[src/rtl/hazard_pkg.sv]
// Shared types for the pipeline hazard controller and its helpers.
//   hz_state_t : controller FSM state encoding
//   REG_W_DEF  : default register index width (RV32I: 32 registers)
//   CNT_W_DEF  : default width of the stall-cycle performance counter
package hazard_pkg;

    typedef enum logic [1:0] {
        IDLE     = 2'd0,
        LU_STALL = 2'd1,
        MEM_WAIT = 2'd2
    } hz_state_t;

    localparam int unsigned REG_W_DEF = 5;
    localparam int unsigned CNT_W_DEF = 16;

endpackage

[src/rtl/hazard_ctrl_unit_if.sv]
// Pipeline-control bundle between the core datapath and the hazard controller.
//   inputs  : EX load info, ID operand indices/use flags, ME memory handshake,
//             EX branch resolution, perf counter clear
//   outputs : PC / IF-ID / ID-EX control, memory-wait freeze, stall counter
// modport master drives the pipeline status (core side), slave is the controller.
interface hazard_ctrl_unit_if
    import hazard_pkg::*;
#(
    parameter int unsigned REG_W = REG_W_DEF,
    parameter int unsigned CNT_W = CNT_W_DEF
) ();

    logic             dm_rd_ex;
    logic [REG_W-1:0] rd_ex;
    logic [REG_W-1:0] rs1_de;
    logic [REG_W-1:0] rs2_de;
    logic             rs1_used_de;
    logic             rs2_used_de;
    logic             dm_req_me;
    logic             dm_ready_me;
    logic             br_taken_ex;
    logic             perf_clr;

    logic             stall_pc;
    logic             stall_fd;
    logic             bubble_de;
    logic             flush_fd;
    logic             freeze;
    logic [CNT_W-1:0] stall_cnt;

    modport master (
        output dm_rd_ex, rd_ex, rs1_de, rs2_de, rs1_used_de, rs2_used_de,
               dm_req_me, dm_ready_me, br_taken_ex, perf_clr,
        input  stall_pc, stall_fd, bubble_de, flush_fd, freeze, stall_cnt
    );

    modport slave (
        input  dm_rd_ex, rd_ex, rs1_de, rs2_de, rs1_used_de, rs2_used_de,
               dm_req_me, dm_ready_me, br_taken_ex, perf_clr,
        output stall_pc, stall_fd, bubble_de, flush_fd, freeze, stall_cnt
    );

endinterface

[src/rtl/hazard_match.sv]
// Combinational producer/consumer register match, shared with the forwarding unit.
//   i_rd_vld            : producer writes a register that matters (e.g. EX is a load)
//   i_rd                : producer destination index
//   i_rs1 / i_rs2       : consumer source indices
//   i_rs1_used/_used    : consumer actually reads that source
//   o_hit_c             : match on a used, non-x0 source
module hazard_match
    import hazard_pkg::*;
#(
    parameter int unsigned REG_W = REG_W_DEF
) (
    input  logic             i_rd_vld,
    input  logic [REG_W-1:0] i_rd,
    input  logic [REG_W-1:0] i_rs1,
    input  logic [REG_W-1:0] i_rs2,
    input  logic             i_rs1_used,
    input  logic             i_rs2_used,
    output logic             o_hit_c
);

    // x0 is hardwired zero, so it never carries a real dependency
    assign o_hit_c = i_rd_vld && (i_rd != '0) &&
                     ((i_rs1_used && (i_rd == i_rs1)) ||
                      (i_rs2_used && (i_rd == i_rs2)));

endmodule

[src/rtl/hazard_ctrl_unit.sv]
// Hazard controller for the 5-stage RV32I pipeline, placed beside ID.
//   clk, rst_n : core clock, asynchronous active-low reset
//   bus        : hazard_ctrl_unit_if.slave (pipeline status in, control out)
// Priority each cycle: memory wait (freeze) > taken-branch flush > load-use stall.
// Control outputs are combinational from state/counter/inputs; stall_cnt is registered.
module hazard_ctrl_unit
    import hazard_pkg::*;
#(
    parameter int unsigned REG_W    = REG_W_DEF,
    parameter int unsigned LOAD_LAT = 1,
    parameter int unsigned CNT_W    = CNT_W_DEF
) (
    input  logic           clk,
    input  logic           rst_n,
    hazard_ctrl_unit_if.slave bus
);

    // Counter holds the remaining extra bubbles (at most LOAD_LAT-1)
    localparam int unsigned LAT_W = (LOAD_LAT > 1) ? $clog2(LOAD_LAT) : 1;
    localparam logic [LAT_W-1:0] LAT_INIT = LAT_W'(LOAD_LAT - 1);

    hz_state_t        r_state;
    hz_state_t        w_eff_state;
    logic             r_ret_lu;
    logic [LAT_W-1:0] r_lat;
    logic [CNT_W-1:0] r_stall_cnt;

    logic w_hit;
    logic w_wait;
    logic w_stall_pc;
    logic w_stall_fd;
    logic w_bubble_de;
    logic w_flush_fd;
    logic w_freeze;

    hazard_match #(.REG_W(REG_W)) u_match (
        .i_rd_vld   (bus.dm_rd_ex),
        .i_rd       (bus.rd_ex),
        .i_rs1      (bus.rs1_de),
        .i_rs2      (bus.rs2_de),
        .i_rs1_used (bus.rs1_used_de),
        .i_rs2_used (bus.rs2_used_de),
        .o_hit_c    (w_hit)
    );

    assign w_wait = bus.dm_req_me && !bus.dm_ready_me;

    // MEM_WAIT only remembers where to resume; act as the saved state once the wait ends
    always_comb begin
        w_eff_state = r_state;
        if (r_state == MEM_WAIT) begin
            w_eff_state = r_ret_lu ? LU_STALL : IDLE;
        end
    end

    // Control outputs; forced low while reset is asserted
    always_comb begin
        w_stall_pc  = 1'b0;
        w_stall_fd  = 1'b0;
        w_bubble_de = 1'b0;
        w_flush_fd  = 1'b0;
        w_freeze    = 1'b0;
        if (rst_n) begin
            if (w_wait) begin
                w_freeze   = 1'b1;
                w_stall_pc = 1'b1;
                w_stall_fd = 1'b1;
            end else begin
                case (w_eff_state)
                    IDLE: begin
                        if (bus.br_taken_ex) begin
                            w_flush_fd  = 1'b1;
                            w_bubble_de = 1'b1;
                        end else if (w_hit) begin
                            w_stall_pc  = 1'b1;
                            w_stall_fd  = 1'b1;
                            w_bubble_de = 1'b1;
                        end
                    end
                    LU_STALL: begin
                        w_stall_pc  = 1'b1;
                        w_stall_fd  = 1'b1;
                        w_bubble_de = 1'b1;
                    end
                    default: ;
                endcase
            end
        end
    end

    // FSM and latency counter; both hold while the pipeline is frozen
    always_ff @(posedge clk or negedge rst_n) begin
        if (!rst_n) begin
            r_state  <= IDLE;
            r_ret_lu <= 1'b0;
            r_lat    <= '0;
        end else if (w_wait) begin
            if (r_state != MEM_WAIT) begin
                r_state  <= MEM_WAIT;
                r_ret_lu <= (r_state == LU_STALL);
            end
        end else begin
            case (w_eff_state)
                IDLE: begin
                    if (!bus.br_taken_ex && w_hit && (LOAD_LAT > 1)) begin
                        r_state <= LU_STALL;
                        r_lat   <= LAT_INIT;
                    end else begin
                        r_state <= IDLE;
                    end
                end
                LU_STALL: begin
                    if (r_lat == LAT_W'(1)) begin
                        r_state <= IDLE;
                        r_lat   <= '0;
                    end else begin
                        r_state <= LU_STALL;
                        r_lat   <= r_lat - LAT_W'(1);
                    end
                end
                default: r_state <= IDLE;
            endcase
        end
    end

    // Saturating count of PC-stall cycles; clear has priority
    always_ff @(posedge clk or negedge rst_n) begin
        if (!rst_n) begin
            r_stall_cnt <= '0;
        end else if (bus.perf_clr) begin
            r_stall_cnt <= '0;
        end else if (w_stall_pc && (r_stall_cnt != '1)) begin
            r_stall_cnt <= r_stall_cnt + CNT_W'(1);
        end
    end

    assign bus.stall_pc  = w_stall_pc;
    assign bus.stall_fd  = w_stall_fd;
    assign bus.bubble_de = w_bubble_de;
    assign bus.flush_fd  = w_flush_fd;
    assign bus.freeze    = w_freeze;
    assign bus.stall_cnt = r_stall_cnt;

endmodule
[src/flat_wrapper.sv]
// flat-port wrapper written by rule: the top's interface ports become plain ports
module hazard_ctrl_unit_flat import hazard_pkg::*;
#(
    parameter int unsigned REG_W    = REG_W_DEF,
    parameter int unsigned LOAD_LAT = 1,
    parameter int unsigned CNT_W    = CNT_W_DEF
)
  (clk, rst_n, bus_dm_rd_ex, bus_rd_ex, bus_rs1_de, bus_rs2_de, bus_rs1_used_de, bus_rs2_used_de, bus_dm_req_me, bus_dm_ready_me, bus_br_taken_ex, bus_perf_clr, bus_stall_pc, bus_stall_fd, bus_bubble_de, bus_flush_fd, bus_freeze, bus_stall_cnt);
  hazard_ctrl_unit_if #(.REG_W(REG_W), .CNT_W(CNT_W)) bus_i ();
  input  logic clk;
  input  logic rst_n;
  input wire logic [$bits(bus_i.dm_rd_ex)-1:0] bus_dm_rd_ex;
  input wire logic [$bits(bus_i.rd_ex)-1:0] bus_rd_ex;
  input wire logic [$bits(bus_i.rs1_de)-1:0] bus_rs1_de;
  input wire logic [$bits(bus_i.rs2_de)-1:0] bus_rs2_de;
  input wire logic [$bits(bus_i.rs1_used_de)-1:0] bus_rs1_used_de;
  input wire logic [$bits(bus_i.rs2_used_de)-1:0] bus_rs2_used_de;
  input wire logic [$bits(bus_i.dm_req_me)-1:0] bus_dm_req_me;
  input wire logic [$bits(bus_i.dm_ready_me)-1:0] bus_dm_ready_me;
  input wire logic [$bits(bus_i.br_taken_ex)-1:0] bus_br_taken_ex;
  input wire logic [$bits(bus_i.perf_clr)-1:0] bus_perf_clr;
  output wire logic [$bits(bus_i.stall_pc)-1:0] bus_stall_pc;
  output wire logic [$bits(bus_i.stall_fd)-1:0] bus_stall_fd;
  output wire logic [$bits(bus_i.bubble_de)-1:0] bus_bubble_de;
  output wire logic [$bits(bus_i.flush_fd)-1:0] bus_flush_fd;
  output wire logic [$bits(bus_i.freeze)-1:0] bus_freeze;
  output wire logic [$bits(bus_i.stall_cnt)-1:0] bus_stall_cnt;
  assign bus_i.dm_rd_ex = bus_dm_rd_ex;
  assign bus_i.rd_ex = bus_rd_ex;
  assign bus_i.rs1_de = bus_rs1_de;
  assign bus_i.rs2_de = bus_rs2_de;
  assign bus_i.rs1_used_de = bus_rs1_used_de;
  assign bus_i.rs2_used_de = bus_rs2_used_de;
  assign bus_i.dm_req_me = bus_dm_req_me;
  assign bus_i.dm_ready_me = bus_dm_ready_me;
  assign bus_i.br_taken_ex = bus_br_taken_ex;
  assign bus_i.perf_clr = bus_perf_clr;
  assign bus_stall_pc = bus_i.stall_pc;
  assign bus_stall_fd = bus_i.stall_fd;
  assign bus_bubble_de = bus_i.bubble_de;
  assign bus_flush_fd = bus_i.flush_fd;
  assign bus_freeze = bus_i.freeze;
  assign bus_stall_cnt = bus_i.stall_cnt;
  hazard_ctrl_unit #(.REG_W(REG_W), .LOAD_LAT(LOAD_LAT), .CNT_W(CNT_W)) u_core (.clk(clk), .rst_n(rst_n), .bus(bus_i));
endmodule
[config.mk]
export PLATFORM = sky130hd
export DESIGN_NAME = hazard_ctrl_unit_flat
export DESIGN_NICKNAME = d
export VERILOG_FILES = /design/src/rtl/hazard_pkg.sv /design/src/rtl/hazard_ctrl_unit_if.sv /design/src/rtl/hazard_match.sv /design/src/rtl/hazard_ctrl_unit.sv /design/src/flat_wrapper.sv
export SDC_FILE = /design/constraint.sdc
export NUM_CORES = 1
export LEC_CHECK = 0
export ABC_CLOCK_PERIOD_IN_PS = 2400
export CAP_MARGIN = 20
export CORE_ASPECT_RATIO = 0.5
export CORE_MARGIN = 2
export CORE_UTILIZATION = 40
export DETAILED_ROUTE_END_ITERATION = 6
export HOLD_SLACK_MARGIN = 0.15
export PLACE_DENSITY_LB_ADDON = 0.2
export SLEW_MARGIN = 25
export SYNTH_ARGS = -nofsm -noshare
export SYNTH_HDL_FRONTEND = slang
export SYNTH_SLANG_ARGS = --single-unit
[constraint.sdc]
create_clock -name clk -period 2.4 [get_ports clk]
set_input_delay 0.48 -clock clk [delete_from_list [all_inputs] [get_ports clk]]
set_output_delay 0.48 -clock clk [all_outputs]
set_load 0.01 [all_outputs]
### Yosys cells after proc, flatten, opt, wreduce, memory -nomap -nowiden

Cells that the tools add are included.
W data, S select, Z words.

* equal/unequal tests: 8
* add/sub/neg operators: 2
* multiplexer cells: 24
* bitwise logic cells: 1
* reduce and logical (&&, ||, !) cells: 13

Operators with widths (number)
* $mux W16: 2
* $add A16 B1 Y16 const B: 1
* $mux W1: 16
* $ne A16 B16 Y1 const B: 1
* $eq A5 B5 Y1: 2
* $mux W2: 4
* $logic_and A1 B1 Y1: 6
* $reduce_bool A5 Y1: 1
* $eq A2 B1 Y1 const B: 2
* $ne A2 B2 Y1 const B: 2
* $pmux W1 S2: 2
* $reduce_and A2 Y1: 2
* $eq A2 B2 Y1 const B: 1
* $logic_not A2 Y1: 1
* $reduce_bool A2 Y1: 1
* $logic_not A1 Y1: 1
* $logic_or A1 B1 Y1: 1
* $not A1 Y1: 1
* $sub A1 B1 Y1 const B: 1

* word-level logic and storage cells: 52
* register bits: 20
* output and inout bits: 21

### Logic depth before layout (Yosys ltp)

Gate-level depths: netlist of run 1.

* depth in word-level cells: 12
* depth in mapped cells: 10

### Modules after synthesis

From an unflattened synthesis of run 1, not the netlist that was laid out.

* cells, all modules: 141
* area, all modules: 1303.8 µm²

Modules (own cells, without submodules)
* hazard_ctrl_unit: area an instance 1169.9 µm², cells an instance 124, instances 1
* hazard_match: area an instance 133.9 µm², cells an instance 17, instances 1

### Worst setup path after synthesis of run 1

Ideal clock, no wire load.

* kind: register to register
* start point: register u_core.r_stall_cnt[0], in the netlist u_core.bus.stall_cnt[0]
* end point: register u_core.r_stall_cnt[7], in the netlist u_core.bus.stall_cnt[7]
* required time: 2.322 ns
* buffers on the path: 2
* library setup time: 0.078 ns
* arrival: 2.187 ns
* setup slack: 0.135 ns
* cell stages (with the launch flop): 10
* path through: dfrtp_1 > ha_1 > and4_4 > buf_6 > and4bb_4 > and4b_1 > a22oi_2 > buf_6 > or4_1 > a21oi_1

* word-level cells in the longest chain between the ends: 3

RTL lines
* from (decl): line hazard_ctrl_unit.sv:26 `logic [CNT_W-1:0] r_stall_cnt;`
* from (signal assigned): line hazard_ctrl_unit.sv:133 `r_stall_cnt <= r_stall_cnt + CNT_W'(1);`
* $add A16 B1 Y16 or $ne A16 B16 Y1 (tied branches): line hazard_ctrl_unit.sv:133, hazard_ctrl_unit.sv:132
* $mux W16 or $logic_and A1 B1 Y1 (tied branches): line hazard_ctrl_unit.sv:132 `end else if (w_stall_pc && (r_stall_cnt != '1)) begin`
* $mux W16 or $reduce_bool A2 Y1 (tied branches)

Parallel ways exist; a longest one is shown, timed or not. The select of a mux whose other input is x is not followed.
A chain may end at the register's enable or synchronous reset.

### Final worst setup path of run 1

* start point: input port bus_rd_ex[0]
* end point: output port bus_bubble_de

* word-level cells in the longest chain between the ends: 9

RTL lines
* from (decl): line flat_wrapper.sv:13 `input wire logic [$bits(bus_i.rd_ex)-1:0] bus_rd_ex;`
* $eq A5 B5 Y1 (on tied branches): line hazard_match.sv:23, hazard_match.sv:24
* $logic_and A1 B1 Y1 (on tied branches): line hazard_match.sv:23, hazard_match.sv:24
* $logic_or A1 B1 Y1: line hazard_match.sv:23 `((i_rs1_used && (i_rd == i_rs1)) ||`
* $logic_and A1 B1 Y1 (*): line hazard_match.sv:22 `assign o_hit_c = i_rd_vld && (i_rd != '0) &&`
* $mux W1 (*): line hazard_ctrl_unit.sv:74 `end else if (w_hit) begin`
* $mux W1 (*): line hazard_ctrl_unit.sv:71 `if (bus.br_taken_ex) begin`
* $pmux W1 S2 (*): line hazard_ctrl_unit.sv:69 `case (w_eff_state)`
* $mux W1 (*): line hazard_ctrl_unit.sv:64 `if (w_wait) begin`
* $mux W1 (*): line hazard_ctrl_unit.sv:63 `if (rst_n) begin`
* to (decl): line flat_wrapper.sv:24 `output wire logic [$bits(bus_i.bubble_de)-1:0] bus_bubble_de;`

Every way passes the cells marked *; elsewhere a longest branch is shown, timed or not.

==> out/metrics.cfg, run 1 <==
[detailed_routing]
firstDrtPassIters = 4
drt_iter0_drc = 21
wire_per_inst_um = 13.83
dr_total_vias = 1242
vias_per_cell = 5.353
drtAntennaViolNets = 0
routed_wirelength_um = 3208
drc_errors = 0

[floorplanning]
core_area_um2 = 3030
placement_rows = 14
initial_utilization_pct = 42.36
die_w_um = 84.12
die_h_um = 44.06
design.die.area_um2 = 3706
ios = 45

[timing]
finalCritPeriodShare_pct = 98.00
maxSlewHeadroom_pct = 60.44
hold_viol_final = 0
fin_setup_tns_ps = 0
fin_crit_ps = 2352
max_freq_mhz = 425.2
setup_viol = 0
rsz0062_at_grt = yes
whs_ps = 442.6
drv_slew = 0
fin_skew_ps = 1.419
tightest_slew_ps = 591.5
fin_ws_ps = 48.12

[pwr]
swShare_pct = 24.48
intPower_uw = 533.8
peakVddDrop_v = 0.0003650
power_frac_comb_pct = 18.9
finalPower_uw = 706.8
p_clk_share_pct = 30.9
p_leak_nw = 0.8126
power_frac_seq_pct = 50.2
pwr_density_cell_nw_per_um2 = 382.7
p_switching_uw = 173.0

[cells_and_area]
fin_cells = 232
nNetsFinal = 219
final_cell_mix = 26 x clkdlybuf4s50_1, 20 x dfrtp_1, 17 x a21oi_1
synthToLayoutAreaGrowth_pct = 43.86
layout_commonest_cell = clkdlybuf4s50_1
n_antenna_cell = 0
fin_area_um2 = 1847
fin_util_pct = 60.94
drive_above_1_share_pct = 14.58

[logic_synthesis]
yosysWarnings = 0
async_reset_ff_share_pct = 100.0
synth.distinct_cells = 38
ys_seq_area_share_pct = 38.99
synth_nets = 166
synth-edff-count = 0
syn_avg_cell_area_um2 = 9.104
netlist_instances = 141
ys_ff_latch = 20
ys.flop_type = dfrtp_1
syn_area_um2 = 1284

[clocking]
cts_buffers = 3
clk_pin_slew_ps = 70
insertion_delay_ps = 260
clockRootBuffer = clkbuf_8
cts.sinks = 20
cts_hold_buf = 0
htreeDepth = 1
cts_tree = built
cts.path.max_buffers = 2

[worst_setup_path]
cp.required_ps = 1920
worstPathMaxFanout = 3
crit_type = in -> out
end_kind = primary output
crit_path_start_kind = input port
crit_arrival_ps = 1870

[global_routing]
antenna_found_initial = 0
grt_first_pass_wirelength_um = 5264
grt-ovfl-total = 0
grt_pass1_vias = 1141
grt_max_degree = 31
grt_use_total_pct = 18.02

[job]
maxCapViolCount = 0

[placement]
dp_slack_ps = -514.7
gp_congestion = 0.8329
placed_cells = 228
dpl.hpwl_um = 2391
placed_cell_area_um2 = 1789
placement.io_buffers = 44

[hold_path]
min_path_type = reg -> reg

[outcome]
status = finished, final reports clean

worst max-delay path, stage by stage:
cell and delay, ps:
dlygate4sd2_1 270, or4_1 540, o21a_1 210, nand2_1 70, a21o_1 130, a21oi_2 50
buf_2 130
flip-flops by register name (all words and copies together), names as in the netlist:
signal,count
u_core.bus.stall_cnt,16
u_core.r_state,2
u_core.r_lat,1
u_core.r_ret_lu,1
area by class of cell:
type / count / area [um2]
Multi-Input combinational cell: 111 / 708.2
Fill cell: 271 / 1184
Sequential cell: 20 / 500.5
Clock buffer: 3 / 41.29
Timing Repair Buffer: 55 / 535.5
Tap cell: 40 / 50.05
Inverter: 3 / 11.26
path summary, 6_finish.rpt:
path                                                      from  slack (ps)  cells after the start                              endpoint
hold reg to reg                       u_core.r_lat$_DFFE_PN0P_         440                      1         u_core.r_state[0]$_DFFE_PN0P_
max in group asynchronous                                rst_n        1450                      3   u_core.bus.stall_cnt[9]$_DFFE_PN0P_
hold / removal                        u_core.r_lat$_DFFE_PN0P_         440                      1         u_core.r_state[0]$_DFFE_PN0P_
min in group asynchronous                                rst_n         630                      2         u_core.r_state[1]$_DFFE_PN0P_
setup / recovery                                  bus_rd_ex[0]          50                      7                         bus_bubble_de
setup reg to reg           u_core.bus.stall_cnt[0]$_DFFE_PN0P_         100                      8  u_core.bus.stall_cnt[15]$_DFFE_PN0P_
repair_timing:
| item | CTS | global route |
|---|---|---|
| buffers inserted | 1 | 0 |
| hold endpoints to repair | 0 | 0 |
| gates cloned | 0 | 0 |
| gates resized for setup | 21 | 10 |
| setup endpoints to repair | 4 | 11 |
| pin swaps | 2 | 13 |
power by group through the flow:
stage / registers, mW / clock network, mW / logic, mW
final: 0.355 / 0.219 / 0.133
after global routing: 0.356 / 0.240 / 0.147
after CTS: 0.354 / 0.225 / 0.137
after detailed placement: 0.361 / 0 / 0.141
after global placement: 0.360 / 0 / 0.139
after floorplan: 0.362 / 0 / 0.0588
synth_stat cells, types with 2 or more instances:
library cell / number / area [um2]
nor2_1: 5 / 18.77
a21oi_1: 18 / 90.09
o31ai_1: 3 / 22.52
nand2b_1: 3 / 18.77
or3_1: 8 / 50.05
nand3_1: 8 / 40.04
nand2_1: 9 / 33.78
o21ai_0: 6 / 30.03
or3_2: 3 / 22.52
and3_2: 2 / 15.01
nand4_1: 5 / 31.28
inv_1: 3 / 11.26
o21ai_1: 8 / 40.04
or4_1: 4 / 30.03
and3_1: 2 / 12.51
buf_6: 3 / 33.78
dfrtp_1: 20 / 500.5
xnor2_1: 10 / 87.58
nor2b_1: 2 / 12.51
kinds of logic (layout without fill, tap and decap cells):
kind of cell / Yosys count / in the layout / synth area share (%)
mux: 1 / 1 / 0.7798
compound gates: 42 / 42 / 19.20
fa+ha+maj: 1 / 1 / 0.9745
buf+inv: 10 / 61 / 6.530
flops: 20 / 20 / 38.99
simple gates: 56 / 56 / 26.02
xor+xnor: 11 / 11 / 7.505
routing by layer:
| layer | track usage (%) | wire [um] |
|---|---|---|
| met4 | 5.806 | 36 |
| met1 | 24.26 | 1609 |
| met2 | 29.68 | 1364 |
| met3 | 4.104 | 197 |
| met5 | 0 | 0 |
No activity file was read; power rests on OpenSTA's default activity.
==> inputs of run 2 (changes only) <==
CORE_MARGIN = 8   (was 2)
==> run 2 against run 1 <==
Net effect: worst setup slack gained 6.0 ps; via count is essentially flat; combinational power grew 5%; count of clock-buffer cells in the layout is the same; design area grew 3.3%; cell count is the same; die area grew 45%; non-clock buffer count shrank 1; hold slack lost 79 ps; register-to-register slack gained 20 ps; total power grew 18%; sequential cell count is the same.
==> out/metrics.cfg, run 2 (synthesized netlist as in run 1, its figures left out) <==
[clocking]
insertion_delay_ps = 270
cts.path.max_buffers = 2
htreeDepth = 1
cts.sinks = 20
cts_buffers = 3
cts_tree = built
clockRootBuffer = clkbuf_8
clk_pin_slew_ps = 80

[cells_and_area]
final_cell_mix = 26 x clkdlybuf4s50_1, 20 x dfrtp_1, 16 x a21oi_1
n_antenna_cell = 0
synthToLayoutAreaGrowth_pct = 48.54
fin_cells = 232
fin_area_um2 = 1907
nNetsFinal = 218
drive_above_1_share_pct = 17.71
layout_commonest_cell = clkdlybuf4s50_1
largest_reg_flops = 16

[placement]
placement.io_buffers = 44
placed_cells = 227
gp_congestion = 0.7685
placed_cell_area_um2 = 1782
dpl.hpwl_um = 2615

[pwr]
p_leak_nw = 0.8397
intPower_uw = 648.1
p_switching_uw = 187.1
power_frac_comb_pct = 16.7
peakVddDrop_v = 0.0004031
swShare_pct = 22.40
power_frac_seq_pct = 42.5
pwr_density_cell_nw_per_um2 = 438.0
finalPower_uw = 835.1
p_clk_share_pct = 40.8

[timing]
tightest_slew_ps = 629.4
fin_crit_ps = 2346
fin_skew_ps = 9.676
hold_viol_final = 0
whs_ps = 363.3
setup_viol = 0
rsz0062_at_grt = yes
max_freq_mhz = 426.3
finalCritPeriodShare_pct = 97.75
maxSlewHeadroom_pct = 57.91
drv_slew = 0

[worst_setup_path]
r2r_slack_ps = 120
r2r-end = u_core.bus.stall_cnt[15]$_DFFE_PN0P_
reg2reg_depth = 8
crit_type = in -> out
cp.required_ps = 1920
worstPathMaxFanout = 3
end_kind = primary output
rr_startpoint = u_core.bus.stall_cnt[0]$_DFFE_PN0P_
crit_path_start_kind = input port
crit_arrival_ps = 1870

[floorplanning]
ios = 45
design.die.area_um2 = 5388
die_h_um = 56.06
placement_rows = 14
core_area_um2 = 3030
die_w_um = 96.12
initial_utilization_pct = 42.36

[detailed_routing]
vias_per_cell = 5.349
firstDrtPassIters = 4
routed_wirelength_um = 3429
drc_errors = 0
drtAntennaViolNets = 0
drt_iter0_drc = 73
dr_total_vias = 1241
wire_per_inst_um = 14.78

[global_routing]
grt_pass1_vias = 1173
antenna_found_initial = 0
grt-ovfl-total = 0
grt_max_degree = 31
grt_first_pass_wirelength_um = 5444
grt_use_total_pct = 12.31

[job]
maxCapViolCount = 0

[hold_path]
min_path_type = in -> async

[outcome]
status = finished, final reports clean

==> run 2: cell type report <==
| class | count | area (um2) |
|---|---|---|
| Fill cell | 262 | 1124 |
| Multi-Input combinational cell | 111 | 745.7 |
| Timing Repair Buffer | 54 | 528.0 |
| Sequential cell | 20 | 500.5 |
| Tap cell | 40 | 50.05 |
| Clock buffer | 3 | 41.29 |
| Clock inverter | 1 | 30.03 |
| Inverter | 3 | 11.26 |
==> run 2: power groups by stage <==
| stage | Sequential, mW | Combinational (mW) | Clock, mW |
|---|---|---|---|
| floorplan | 0.362 | 0.0588 | 0 |
| global route | 0.356 | 0.152 | 0.362 |
| detailed placement | 0.362 | 0.140 | 0 |
| finish | 0.355 | 0.140 | 0.341 |
| CTS | 0.355 | 0.140 | 0.348 |
| global placement | 0.360 | 0.138 | 0 |
==> run 2: worst max-delay path by stage <==
stage                                              from                                   to  slack [ps]  cells after the start
global placement                           bus_rd_ex[2]                        bus_bubble_de        -490                      8
floorplan           u_core.bus.stall_cnt[0]$_DFFE_PN0P_  u_core.bus.stall_cnt[7]$_DFFE_PN0P_         130                      9
detailed placement                         bus_rd_ex[2]                         bus_stall_fd        -550                      7
CTS                                       bus_rs1_de[1]                        bus_bubble_de         0.6                      8
global route                              bus_rs2_de[4]                        bus_bubble_de         -20                      8
finish                                    bus_rs2_de[4]                        bus_bubble_de          50                      8
==> run 2: what timing repair did <==
action | 4_1_cts | 5_1_grt
cloned | 0 | 0
gates resized for setup | 25 | 13
buffers inserted | 1 | 0
endpoints found under the setup margin | 5 | 10
hold buffers | 0 | 0
pin swaps | 4 | 12
==> run 2: per-stage QoR <==
stage	util [%]	setup slack, ps	TNS (ps)
detailed placement	58.79	-547.5	-5309
floorplan	-	135.0	0
global placement	58.79	-494.9	-4918
finish	62.92	54.09	0
CTS	61.40	0.6155	0
global route	62.92	-15.82	-15.82
==> run 2: worst max-delay path, stage by stage <==
cell	delay, ps
clkdlybuf4s50_1	470
xnor2_1	120
nand4_1	120
o22ai_2	170
nand2_1	80
a21o_1	190
a21oi_2	100
buf_2	140
==> run 2: metal layers <==
metal	vias to the layer above	track usage (%)	wire, um
li1	620	-	-
met3	5	2.961	287
met2	34	20.25	1574
met1	582	15.25	1532
met5	-	0	0
met4	0	3.905	34
==> inputs of run 3 (changes only) <==
HOLD_SLACK_MARGIN = 0.08   (was 0.15)
==> results of run 3 <==
The final DEF is identical to that of run 2; final timing and power are the same.
